[config.mk]
export PLATFORM = sky130hd
export DESIGN_NAME = tx_control
export DESIGN_NICKNAME = d
export VERILOG_FILES = /design/src/rtl/tx_control.sv
export SDC_FILE = /design/constraint.sdc
export NUM_CORES = 1
export LEC_CHECK = 0
export ABC_AREA = 0
export BUFFER_PORTS_ARGS = -buffer_cell sky130_fd_sc_hd__buf_2
export CORE_ASPECT_RATIO = 0.9
export CORE_UTILIZATION = 49
export DETAILED_ROUTE_END_ITERATION = 7
export PLACE_DENSITY = 0.72
export SLEW_MARGIN = 10
export SYNTH_ARGS = -nofsm -noshare
export SYNTH_HDL_FRONTEND = slang
export SYNTH_SLANG_ARGS = --single-unit
[constraint.sdc]
create_clock -name clk -period 2.39 [get_ports clk]
set_input_delay 0.1195 -clock clk [delete_from_list [all_inputs] [get_ports clk]]
set_output_delay 0.1195 -clock clk [all_outputs]
set_load 0.01 [all_outputs]
[src/rtl/tx_control.sv]
// tx_control: transmit-side sequencer for the UART calculator.
// Captures the ALU result on a trigger, then hands it byte by byte (LSB
// first) to UART_tx through a start/busy handshake, pulsing done at the end.
module tx_control #(
  parameter int unsigned NBYTES      = 2,
  parameter int unsigned ACK_TIMEOUT = 16
) (
  input  logic                  clk,
  input  logic                  reset,
  input  logic                  tx_trigger,
  input  logic [8*NBYTES-1:0]   result,
  input  logic                  tx_busy,
  output logic                  tx_start,
  output logic [7:0]            tx_data,
  output logic                  busy,
  output logic                  done,
  output logic                  overrun,
  output logic                  err
);

  typedef enum logic [2:0] {
    IDLE      = 3'd0,
    SEND      = 3'd1,
    WAIT_ACK  = 3'd2,
    WAIT_DONE = 3'd3,
    FINISH    = 3'd4
  } state_t;

  localparam logic [1:0] LAST_BYTE = 2'(NBYTES - 1);
  localparam logic [7:0] TO_LAST   = 8'(ACK_TIMEOUT - 1);

  state_t              state, state_nxt;
  logic [8*NBYTES-1:0] shreg, shreg_nxt;
  logic [1:0]          byte_cnt, byte_cnt_nxt;
  logic [7:0]          to_cnt, to_cnt_nxt;
  logic                err_nxt, overrun_nxt;

  // State and datapath registers; reset clears everything asynchronously.
  always_ff @(posedge clk or negedge reset) begin
    if (!reset) begin
      state    <= IDLE;
      shreg    <= '0;
      byte_cnt <= '0;
      to_cnt   <= '0;
      err      <= 1'b0;
      overrun  <= 1'b0;
    end else begin
      state    <= state_nxt;
      shreg    <= shreg_nxt;
      byte_cnt <= byte_cnt_nxt;
      to_cnt   <= to_cnt_nxt;
      err      <= err_nxt;
      overrun  <= overrun_nxt;
    end
  end

  // Next-state logic plus the Mealy start request.
  always_comb begin
    state_nxt    = state;
    shreg_nxt    = shreg;
    byte_cnt_nxt = byte_cnt;
    to_cnt_nxt   = to_cnt;
    err_nxt      = err;
    overrun_nxt  = overrun;
    tx_start     = 1'b0;

    // A trigger outside IDLE is dropped but remembered as an overrun.
    if (tx_trigger && (state != IDLE)) begin
      overrun_nxt = 1'b1;
    end

    case (state)
      IDLE: begin
        if (tx_trigger) begin
          shreg_nxt    = result;
          byte_cnt_nxt = '0;
          err_nxt      = 1'b0;
          overrun_nxt  = 1'b0;
          state_nxt    = SEND;
        end
      end

      SEND: begin
        // Hold off while the transmitter is still draining earlier traffic.
        if (!tx_busy) begin
          tx_start   = 1'b1;
          to_cnt_nxt = '0;
          state_nxt  = WAIT_ACK;
        end
      end

      WAIT_ACK: begin
        if (tx_busy) begin
          state_nxt = WAIT_DONE;
        end else if (to_cnt == TO_LAST) begin
          err_nxt   = 1'b1;
          state_nxt = IDLE;
        end else begin
          to_cnt_nxt = to_cnt + 8'd1;
        end
      end

      WAIT_DONE: begin
        if (!tx_busy) begin
          if (byte_cnt == LAST_BYTE) begin
            state_nxt = FINISH;
          end else begin
            shreg_nxt    = shreg >> 8;
            byte_cnt_nxt = byte_cnt + 2'd1;
            state_nxt    = SEND;
          end
        end
      end

      FINISH: begin
        state_nxt = IDLE;
      end

      default: begin
        state_nxt = IDLE;
      end
    endcase
  end

  // Status outputs decoded directly from the state register.
  always_comb begin
    busy    = (state != IDLE);
    done    = (state == FINISH);
    tx_data = shreg[7:0];
  end

endmodule

# --- Word level (Yosys, flattened, before mapping) ---
# Cells that the tools add are included.
# W data, S select, Z words.
totals:
  register_bits: 31
  latch_bits: 0
  ram_bits: 0
  rom_bits: 0
  in_bits: 20
  out_inout_bits: 13
  elab_cells: 60
  n_memories: 0
classes:
  add_sub_neg: 2
  multipliers: 0
  div_mod_pow: 0
  magnitude_cmp: 0
  n_eq_ne: 14
  shifts: 0
  muxes: 28
  bitwise: 0
  n_reduce_logical: 10
ops:
  columns: ["op", "n"]
  rows:
  - ["$mux W16", 3]
  - ["$pmux W16 S2", 1]
  - ["$mux W8", 3]
  - ["$mux W3", 6]
  - ["$pmux W8 S2", 1]
  - ["$reduce_and A4 Y1", 4]
  - ["$ne A2 B2 Y1 const B", 7]
  - ["$pmux W3 S4", 1]
  - ["$add A8 B1 Y8 const B", 1]
  - ["$eq A8 B4 Y1 const B", 1]
  - ["$mux W1", 8]
  - ["$eq A3 B2 Y1 const B", 2]
  - ["$mux W2", 3]
  - ["$reduce_bool A2 Y1", 3]
  - ["$pmux W2 S2", 1]
  - ["$eq A3 B1 Y1 const B", 1]
  - ["$eq A3 B3 Y1 const B", 1]
  - ["$logic_not A3 Y1", 1]
  - ["$ne A3 B3 Y1 const B", 1]
  - ["$reduce_bool A3 Y1", 1]
  - ["$add A2 B1 Y2 const B", 1]
  - ["$eq A2 B1 Y1 const B", 1]
  - ["$pmux W1 S2", 1]
  - ["$logic_and A1 B1 Y1", 1]

# --- Depth between registers and ports, before layout ---
# Gate-level depths: netlist of the first run.
logic_depth:
  depth_word: 5
  mapped_depth: 6
  depth_no_buf: 5

# --- Worst setup path after synthesis of the first run ---
# No wires, ideal clock.
synth_timing:
  path_type: "flip-flop to flip-flop"
  from: "reg byte_cnt[0]"
  to: "reg shreg[2]"
  setup_ns: 0.125
  t_arrival_ns: 1.912
  t_required_ns: 2.265
  setup_slack_ns: 0.353
  stages_incl_launch_ff: 6
  path_buffers: 1
  synth_period_minus_slack_ns: 2.037
  cell_sequence: "dfrtp_1 ha_1 or4bb_1 a21oi_4 buf_6 mux2_2"
synth_between:
  elab_chain_len: 3
synth_lines:
  columns: ["item", "line", "rtl"]
  rows:
  - ["start, declared", "34", "logic [1:0] byte_cnt, byte_cnt_nxt;"]
  - ["start signal, assigned", "50", "byte_cnt <= byte_cnt_nxt;"]
  - ["$eq A2 B1 Y1", "105", "if (byte_cnt == LAST_BYTE) begin"]
  - ["$ne A2 B2 Y1 (no line)", null, null]
  - ["$reduce_and A4 Y1 (no line)", null, null]
  - ["end signal, assigned", "49", "shreg <= shreg_nxt;"]
  - ["end, declared", "33", "logic [8*NBYTES-1:0] shreg, shreg_nxt;"]
# No other way between the ends.
# A chain may end at the register's enable or synchronous reset.

# --- Worst setup path in the final report of the first run ---
layout_timing:
  from: "reg byte_cnt[0]"
  to: "reg byte_cnt[0]"
layout_between:
  elab_chain_len: 4
  elab_cells_between_ends: 7
  cone_classes: "add/sub: 1; eq/ne: 2; mux: 3; reduce/logical: 1"
layout_lines:
  columns: ["item", "line", "rtl"]
  rows:
  - ["$add A2 B1 Y2", "109", "byte_cnt_nxt = byte_cnt + 2'd1;"]
  - ["$mux W2", "105", null]
  - ["$mux W2", "104", "if (!tx_busy) begin"]
  - ["$pmux W2 S2", "72", "case (state)"]
# Parallel ways exist; a longest one is shown, timed or not. The select of a mux whose other input is x is not followed.

==> summary.txt, run 1 <==
Floorplanning
  • Die area: 3600 µm²
  • Die Y: 57.0 µm
  • Core Area: 3140 µm²
  • Io pins: 33
  • FP Rows: 19
  • Starting Density: 52.6%
  • DIE WIDTH: 63.2 µm

Flow run
  • Max-cap violations: 0

Drt
  • Met2 WL: 1.41 mm
  • Detailed-route wire length: 2.93 mm
  • DR vias/cell: 5.31
  • Top Layer Used: met4
  • M1 WL: 1.33 mm
  • Initial drt markers: 22
  • Vias: 1174
  • Met3 routed WL: 173 µm
  • DR pass1 iterations: 4
  • Antenna Nets Post-Route: 0
  • # DRC: 0
  • DR WL/cell: 13.2 µm

Timing
  • Hold Vio Cnt, Final: 0
  • Final worst path period need: 2.13 ns
  • Clk_skew: 0.00328 ns
  • Setup TNS: 0 ns
  • Setup ws final: 0.256 ns
  • Final period util: 89.3%
  • Slew Limit Fails: 0
  • Rel. slew slack: 55.0%
  • Final setup vio count: 0
  • Unrepaired setup endpoints after global routing: no
  • Worst slew pin tran: 0.676 ns
  • FMAX: 0.469 GHz

Critical path
  • FF-to-FF End: byte_cnt[0]$_DFFE_PN0P_
  • CP arrival: 2.30 ns
  • R2R Path Start: byte_cnt[0]$_DFFE_PN0P_
  • CP Depth: 4
  • CP endpoint kind: register
  • Slowest stage cell, crit path: or4bb_1
  • Crit path to: byte_cnt[0]$_DFFE_PN0P_
  • Worst Setup SP: byte_cnt[0]$_DFFE_PN0P_
  • Flop-to-flop setup slack: 0.26 ns
  • CP Class: reg -> reg
  • Worst path max stage delay: 0.53 ns
  • CP Launch Type: register
  • Reg2reg path depth: 4
  • WP buf/inv: 0
  • Critical-path cell list: ha_1 -> or4bb_1 -> a21oi_4 -> mux2_2
  • Worst-path fanout max: 15
  • Worst path top cell family by delay: simple AND/OR/NAND/NOR gates
  • Critical path required time: 2.55 ns

Global route
  • First-pass GRT wire length: 4.94 mm
  • All-layer global routing usage: 18.2%
  • Total global routing overflow: 0
  • Initial antenna violation count: 0
  • Vias in the first global route: 1170
  • Largest net degree at the start of global routing: 32

Clock tree
  • Post-CTS setup buffers: 0
  • Worst-path clk slew: 0.05 ns
  • CTS tree: yes
  • Clk buf depth: 2
  • CTS H-Tree Depth: 2
  • Number of buffers created by CTS: 5
  • CTS Sinks: 31
  • Post_cts resized: 0
  • Clock Latency Late Sink: 0.28 ns
  • CTS Hold Bufs: 1
  • Clock Root Buffer: clkbuf_8

Synth
  • Mapped cell area: 1650 µm²
  • Sequential-to-total area share from yosys stat: 47.0%
  • Top cells by area, synth: dfrtp_1 47%, mux2_2 12%, mux2i_1 6.1%, inv_1 3.9%, buf_4 3.6%
  • Synth Register Bits: 31
  • Post-synthesis area per instance: 11.0 µm²
  • Yosys cell types: 36
  • Syn Inst Count: 150
  • Ys Warns: 0
  • Syn Nets: 172
  • FFs w/ async S/R, synth: 100%
  • Yosys top cell by area: dfrtp_1
  • EDFF count, synth: 0
  • Top_reg_cell synth: dfrtp_1
  • Yosys top cell area share: 47.0%

Power
  • Pwr Total: 2.12 mW
  • Maximum vdd drop: 0.000541 V
  • Pwr dens: 1140 nW/µm²
  • Leakage: 0.885 nW

Layout
  • Nets: 202
  • Antenna cells: 0
  • Post-route cell area: 1860 µm²
  • Layout Cells excl Fill: 221
  • Ratio of cells with drive above 1 in the final layout: 35.8%
  • Area grow syn2layout: 12.9%
  • Fillers: 298

Placed design
  • Post-DP HPWL: 2.11 mm
  • GPL Wtd Cong: 0.837
  • Pre-CTS setup slack: 0.245 ns
  • Buffers added on ports: 32
  • DP Area: 1780 µm²
  • Cells after DPL: 214

Run status
  • Status: complete, no violations

Min path
  • Worst hold path type: in -> reg
==> area by class of cell <==
| type | instances | area, µm² | area share [%] |
|---|---|---|---|
| clock buffer | 6 | 72.6 | 3.90 |
| inverter | 17 | 63.8 | 3.43 |
| multi-input combinational | 88 | 697 | 37.4 |
| sequential | 31 | 776 | 41.7 |
| tap | 42 | 52.6 | 2.82 |
| timing repair buffer | 37 | 200 | 10.8 |
==> stage by stage <==
step	util (%)	hold slack, ns
2_1_floorplan	-	-0.176
3_3_place_gp	56.7	0.195
3_5_place_dp	56.7	0.202
4_1_cts	59.3	0.0378
5_1_grt	59.3	0.0591
6_report	59.3	0.0473
==> flip-flops by register name, indices dropped and copies added (netlist names), named ones only <==
name,cells
byte_cnt,2
to_cnt,8
err,1
shreg,16
state,3
==> cells in the mapped netlist (all sizes together), types with 3 or more instances <==
cell,number
a211oi,3
nor2,3
buf,12
a21oi,7
mux2,18
nor3,3
nand2,12
or4,3
mux2i,10
inv,17
dfrtp,31
==> cell families after synthesis <==
kind of cell / synth area share (%)
compound gates: 9.71
fa+ha+maj: 1.52
buf+inv: 10.7
flops: 47.0
mux: 18.4
simple gates: 12.7
==> worst reg2reg max path: stages, from the launching register on <==
cell	delay, ns
dfrtp_1	0.39
ha_1	0.23
or4bb_1	0.53
a21oi_4	0.47
mux2_2	0.40
==> per-layer routing <==
layer,up-vias,global-route usage (%)
li1,577,-
met1,562,20.8
met2,33,30.3
met3,2,6.80
met4,0,8.64
met5,-,0
==> power breakdown <==
| group | switching (mW) | total, mW | leakage, nW | internal [mW] |
|---|---|---|---|---|
| Sequential | 0.155 | 0.881 | 0.391 | 0.726 |
| Combinational | 0.414 | 0.875 | 0.458 | 0.461 |
| Clock | 0.171 | 0.365 | 0.0371 | 0.193 |
| Total | 0.741 | 2.12 | 0.885 | 1.38 |
==> worst min path at each step <==
stage / slack [ns] / endpoint / depth (start not counted) / startpoint
4_1_cts: 0.04 / register / 2 / tx_trigger
3_5_place_dp: 0.20 / asynchronous set/reset pin / 1 / reset
5_1_grt: 0.06 / err$_DFFE_PN0P_ / 2 / tx_trigger
2_1_floorplan: -0.18 / asynchronous set/reset pin / 0 / reset
6_report: 0.05 / register / 2 / tx_trigger
3_3_place_gp: 0.19 / to_cnt[1]$_DFFE_PN0P_ / 1 / reset
==> cell usage in the layout, fill, tap and decap left out, types with 3 or more instances in the layout <==
cell type / instances
a211oi_1: 3
a21oi_1: 6
buf_2: 32
buf_4: 4
clkbuf_8: 5
dfrtp_1: 31
inv_1: 17
mux2_2: 18
mux2i_1: 10
nand2_1: 12
nor2_1: 3
nor3_1: 3
or4_1: 3
Note: power is estimated with default switching activity, not from simulation.
==> inputs of run 2 (changes only) <==
CTS_BUF_LIST = sky130_fd_sc_hd__clkbuf_16   (was default)
==> run 2 against run 1 <==
  * Power grew 9.3%
  * Global-route usage grew 0.20 points
  * Critical path depth is the same
  * Clock power grew 53%
  * First-iteration DRC count grew 14%
  * Hold slack gained 0.0066 ns
  * Sequential cell count is the same
==> summary.txt, run 2 (synthesized netlist as in run 1, its figures left out) <==
Run status
  • Status: complete, no violations

Placed design
  • Post-DP HPWL: 2.11 mm (unchanged)
  • Cells after DPL: 214 (unchanged)
  • GPL Wtd Cong: 0.837 (unchanged)
  • Buffers added on ports: 32 (unchanged)

Clock tree
  • Number of buffers created by CTS: 5 (unchanged)
  • Clock Root Buffer: clkbuf_16
  • CTS tree: yes
  • CTS Sinks: 31 (unchanged)
  • CTS H-Tree Depth: 2 (unchanged)
  • Post-CTS setup buffers: 0 (unchanged)
  • CTS Hold Bufs: 1 (unchanged)
  • Post_cts resized: 0 (unchanged)
  • Clock Latency Late Sink: 0.27 ns (about the same)
  • Clk buf depth: 2 (unchanged)
  • Worst-path clk slew: 0.04 ns (about the same)

Critical path
  • Slowest stage cell, crit path: or4bb_1
  • CP endpoint kind: register
  • CP arrival: 2.29 ns (about the same)
  • CP Launch Type: register
  • Critical-path cell list: ha_1 -> or4bb_1 -> a21oi_4 -> mux2_2
  • CP Class: reg -> reg
  • Worst-path fanout max: 15 (unchanged)
  • Critical path required time: 2.54 ns (about the same)
  • Worst path max stage delay: 0.53 ns (about the same)

Min path
  • Worst hold path type: in -> reg

Layout
  • Area of the multi-input gates: 697 µm² (unchanged)
  • Fillers: 290 (-2.7%)
  • Reg area: 776 µm² (unchanged)
  • Layout Cells excl Fill: 221 (unchanged)
  • Nets: 202 (unchanged)
  • Area grow syn2layout: 16.3%
  • Largest reg by FF count: shreg
  • Number of flip-flops in the largest register: 16 (unchanged)
  • Commonest non-fill, non-tap cell in the layout: buf_2
  • Commonest non-fill, non-tap cells in the layout: 32 x buf_2, 31 x dfrtp_1, 18 x inv_1, 18 x mux2_2, 12 x nand2_1
  • Top Registers: shreg (16), to_cnt (8), state (3)
  • Ratio of cells with drive above 1 in the final layout: 35.8% (unchanged)
  • Antenna cells: 0 (unchanged)

Timing
  • Setup TNS: 0 ns (unchanged)
  • Clk_skew: 0.00186 ns (-0.00142 ns)
  • Hold Vio Cnt, Final: 0 (unchanged)
  • Worst slew pin tran: 0.671 ns (-0.00459 ns)
  • Unrepaired setup endpoints after global routing: no
  • FMAX: 0.467 GHz (-0.33%)
  • Final period util: 89.6% (+0.30 points)
  • Rel. slew slack: 55.1% (+0.17 points)
  • Slew Limit Fails: 0 (unchanged)
  • Final setup vio count: 0 (unchanged)
  • Final worst path period need: 2.14 ns (+0.00706 ns)

Floorplanning
  • Core Area: 3140 µm² (unchanged)
  • DIE WIDTH: 63.2 µm (unchanged)
  • Starting Density: 52.6% (unchanged)
  • FP Rows: 19 (unchanged)
  • Io pins: 33 (unchanged)
  • Die area: 3600 µm² (unchanged)
  • Die Y: 57.0 µm (unchanged)

Global route
  • First-pass GRT wire length: 4.97 mm (+0.69%)
  • Initial antenna violation count: 0 (unchanged)
  • Largest net degree at the start of global routing: 32 (unchanged)
  • Vias in the first global route: 1175 (+0.43%)
  • All-layer global routing usage: 18.4% (+0.20 points)
  • Total global routing overflow: 0 (unchanged)

Power
  • Cell-internal power: 1.55 mW (+13%)
  • Pwr dens: 1210 nW/µm² (+6.1%)
  • Sequential share of power: 38.0% (-3.6 points)
  • Combinational cell fraction of total power: 37.9% (-3.3 points)
  • Maximum vdd drop: 0.000706 V (+30%)
  • Psw: 0.763 mW (+3.0%)
  • Leakage: 0.915 nW (+3.4%)
  • Switching portion of total power: 32.9% (-2.0 points)
  • Clk pwr share: 24.1% (+6.9 points)

Drt
  • DR pass1 iterations: 4 (unchanged)
  • Antenna Nets Post-Route: 0 (unchanged)
  • DR WL/cell: 13.3 µm (+0.24%)
  • # DRC: 0 (unchanged)
  • Detailed-route wire length: 2.93 mm (+0.24%)
  • DR vias/cell: 5.33 (+0.43%)
  • Initial drt markers: 25 (+14%)
  • Vias: 1179 (+0.43%)

Flow run
  • Max-cap violations: 0 (unchanged)
[run 2: cell count changes in the layout (fill, tap and decap cells not counted)]
cell,previous run,this run
clkbuf_1,1,0
clkbuf_16,0,5
clkbuf_8,5,0
inv_1,17,18
[run 2: layer usage]
layer | global-route usage, % | up-vias | part of all wire [%] | routed length [µm]
met2 | 30.6 | 23 | 48 | 1400
met1 | 21.0 | 568 | 46 | 1340
li1 | - | 583 | - | -
met5 | 0 | - | 0 | 0
met4 | 7.97 | 0 | 1.6 | 48
met3 | 7.40 | 5 | 5.2 | 152
[run 2: worst paths after layout]
check / from / to / slack (ns) / cells past startpoint
max: byte_cnt[0]$_DFFE_PN0P_ / shreg[0]$_DFFE_PN0P_ / 0.25 / 4
min: tx_trigger / register / 0.05 / 2
max reg2reg: byte_cnt[0]$_DFFE_PN0P_ / shreg[0]$_DFFE_PN0P_ / 0.25 / 4
max in group asynchronous: reset / shreg[11]$_DFFE_PN0P_ / 1.54 / 2
min reg2reg: shreg[7]$_DFFE_PN0P_ / shreg[7]$_DFFE_PN0P_ / 0.50 / 1
min in group asynchronous: reset / asynchronous set/reset pin / 0.42 / 2
[run 2: power groups by stage]
stage | sequential [mW] | clock [mW] | combinational [mW]
detailed placement | 0.888 | 0 | 0.889
global route | 0.909 | 0.608 | 0.966
finish | 0.881 | 0.558 | 0.878
global placement | 0.875 | 0 | 0.850
CTS | 0.880 | 0.575 | 0.893
floorplan | 0.824 | 0 | 0.810
[run 2: area by class of cell]
type | instances | area share, %
flip-flops and latches | 31 | 40.4
clock inverters | 1 | 0.196
clock buffers | 5 | 6.52
repair buffers | 37 | 10.4
well taps | 42 | 2.74
inverters | 17 | 3.33
multi-input cells | 88 | 36.3
[run 2: critical path, delay by kind of cell (launching register included)]
family / cells / cell delay, ns
compound gates: 1 / 0.47
fa+ha+maj: 1 / 0.23
flops: 1 / 0.39
mux: 1 / 0.40
simple gates: 1 / 0.53
[run 2: stage by stage]
step | area [µm²] | hold slack, ns | total power [mW] | setup WS [ns] | util (%)
final | 1920 | 0.0539 | 2.32 | 0.249 | 61.1
after global routing | 1920 | 0.0767 | 2.48 | 0.118 | 61.1
after CTS | 1920 | 0.0520 | 2.35 | 0.229 | 61.1
after detailed placement | 1780 | 0.202 | 1.78 | 0.245 | 56.7
after global placement | 1780 | 0.195 | 1.72 | 0.301 | 56.7
after floorplan | 1650 | -0.176 | 1.63 | 0.353 | -
==> inputs of run 3 (changes only) <==
CORE_UTILIZATION = 54   (was 49)
PLACE_DENSITY = 0.79   (was 0.72)
==> run 3 against run 2 <==
  * Maximum frequency shrank 2.6%
  * Combinational power grew 2%
  * Critical endpoint is now shreg[5]$_DFFE_PN0P_
  * Register-to-register slack lost 0.06 ns
  * Worst setup slack lost 0.057 ns
  * Largest power group is now combinational logic
  * Highest routed layer unchanged
  * Critical path depth is the same
==> summary.txt, run 3 (synthesized netlist as in run 1, its figures left out) <==
Timing
  • Final setup vio count: 0 (unchanged)
  • Slew Limit Fails: 0 (unchanged)
  • Final period util: 91.9% (+2.4 points)
  • Worst slew pin tran: 0.690 ns (+0.0186 ns)
  • Rel. slew slack: 54.0% (-1.1 points)
  • Final worst path period need: 2.20 ns (+0.0569 ns)
  • FMAX: 0.455 GHz (-2.6%)
  • Setup TNS: 0 ns (unchanged)
  • Unrepaired setup endpoints after global routing: no
  • Clk_skew: 0.00270 ns (+0.000832 ns)
  • Hold Vio Cnt, Final: 0 (unchanged)
  • Worst hold slack: 0.0591 ns (+0.00519 ns)

Drt
  • Vias: 1226 (+4.0%)
  • # DRC: 0 (unchanged)
  • DR vias/cell: 5.57 (+4.5%)
  • DR pass1 iterations: 4 (unchanged)
  • DR WL/cell: 14.9 µm (+12%)
  • Initial drt markers: 41 (+64%)
  • Antenna Nets Post-Route: 0 (unchanged)
  • Detailed-route wire length: 3.28 mm (+12%)

Global route
  • All-layer global routing usage: 22.9% (+4.6 points)
  • Total global routing overflow: 0 (unchanged)
  • Initial antenna violation count: 0 (unchanged)
  • Largest net degree at the start of global routing: 32 (unchanged)
  • Vias in the first global route: 1190 (+1.3%)
  • First-pass GRT wire length: 5.32 mm (+6.9%)

Placed design
  • Buffers added on ports: 32 (unchanged)
  • Cells after DPL: 212 (-0.93%)
  • Post-DP HPWL: 2.31 mm (+9.6%)
  • GPL Wtd Cong: 0.918 (+9.6%)

Clock tree
  • Clock Latency Late Sink: 0.27 ns (about the same)
  • Post_cts resized: 0 (unchanged)
  • Number of buffers created by CTS: 5 (unchanged)
  • Clock Root Buffer: clkbuf_16
  • CTS H-Tree Depth: 2 (unchanged)
  • CTS Hold Bufs: 1 (unchanged)
  • Post-CTS setup buffers: 0 (unchanged)
  • Worst-path clk slew: 0.05 ns (about the same)
  • Clk buf depth: 2 (unchanged)
  • CTS tree: yes
  • CTS Sinks: 31 (unchanged)

Critical path
  • Worst Setup SP: byte_cnt[0]$_DFFE_PN0P_
  • Critical path required time: 2.54 ns (about the same)
  • CP Class: reg -> reg
  • Slowest stage cell, crit path: or4bb_1
  • CP endpoint kind: register
  • R2R Path Start: byte_cnt[0]$_DFFE_PN0P_
  • CP arrival: 2.35 ns (+0.06 ns)
  • Worst-path fanout max: 16 (+1)
  • Worst path max stage delay: 0.53 ns (about the same)
  • CP Launch Type: register
  • Critical-path cell list: ha_1 -> or4bb_1 -> a21oi_4 -> mux2_2

Power
  • Leakage: 0.915 nW (about the same)
  • Pwr Total: 2.36 mW (+1.7%)
  • Maximum vdd drop: 0.000729 V (+3.2%)
  • Pwr dens: 1230 nW/µm² (+1.6%)

Layout
  • Commonest non-fill, non-tap cells in the layout: 32 x buf_2, 31 x dfrtp_1, 18 x mux2_2, 17 x inv_1, 12 x nand2_1
  • Nets: 202 (unchanged)
  • Largest reg by FF count: shreg
  • Layout Cells excl Fill: 220 (-0.45%)
  • Area grow syn2layout: 16.5%
  • Commonest non-fill, non-tap cell in the layout: buf_2
  • Ratio of cells with drive above 1 in the final layout: 36.1% (+0.36 points)
  • Number of flip-flops in the largest register: 16 (unchanged)
  • Top Registers: shreg (16), to_cnt (8), state (3)
  • Core Util, Final: 68.2% (+7.1 points)
  • Antenna cells: 0 (unchanged)

Floorplanning
  • DIE WIDTH: 60.3 µm (-4.6%)
  • FP Rows: 18 (-1)
  • Die area: 3280 µm² (-9.0%)
  • Io pins: 33 (unchanged)
  • Die Y: 54.4 µm (-4.6%)
  • Core Area: 2820 µm² (-10%)
  • Starting Density: 58.6% (+6.0 points)

Flow run
  • Max-cap violations: 0 (unchanged)

Min path
  • Worst hold path type: in -> reg
  • Hold_sp: tx_trigger

Run status
  • Status: complete, no violations
-- run 3: layout make-up --
type                       count  area (µm²)
sequential                    31         776
multi-input combinational     88         697
tap                           40        50.0
clock inverter                 2        8.76
timing repair buffer          37         200
inverter                      17        63.8
fill                         208         895
clock buffer                   5         125
-- run 3: report_power, final --
part / switching [mW] / leakage (nW) / internal (mW)
Clock: 0.200 / 0.0671 / 0.372
Sequential: 0.163 / 0.391 / 0.727
Combinational: 0.432 / 0.458 / 0.463
Total: 0.795 / 0.915 / 1.56
-- run 3: critical path: cells and delay by family, from the launching register on --
family,cells,cell delay (ns)
DFF,1,0.39
AOI/OAI and AO/OA,1,0.51
adders and majority gates,1,0.23
and+or+nand+nor,1,0.53
muxes,1,0.41
-- run 3: routing by layer --
layer	track usage [%]	up-vias	part of all wire (%)
met5	0	-	0
met4	12.0	0	1.9
met3	4.96	6	3.5
met2	38.3	38	52
met1	28.0	599	43
li1	-	583	-
-- run 3: final timing paths --
| path | to | slack, ns | cells after the start |
|---|---|---|---|
| max | shreg[5]$_DFFE_PN0P_ | 0.19 | 4 |
| min | err$_DFFE_PN0P_ | 0.06 | 2 |
| max reg2reg | shreg[5]$_DFFE_PN0P_ | 0.19 | 4 |
| min reg2reg | shreg[1]$_DFFE_PN0P_ | 0.50 | 1 |
| max in group asynchronous | shreg[7]$_DFFE_PN0P_ | 1.52 | 2 |
| min in group asynchronous | asynchronous set/reset pin | 0.43 | 2 |
-- run 3: per-stage QoR --
stage	instance area, µm²	worst slack [ns]
6_report	1920	0.193
5_1_grt	1920	0.0639
4_1_cts	1920	0.173
3_5_place_dp	1780	0.198
3_3_place_gp	1780	0.279
2_1_floorplan	1650	0.353
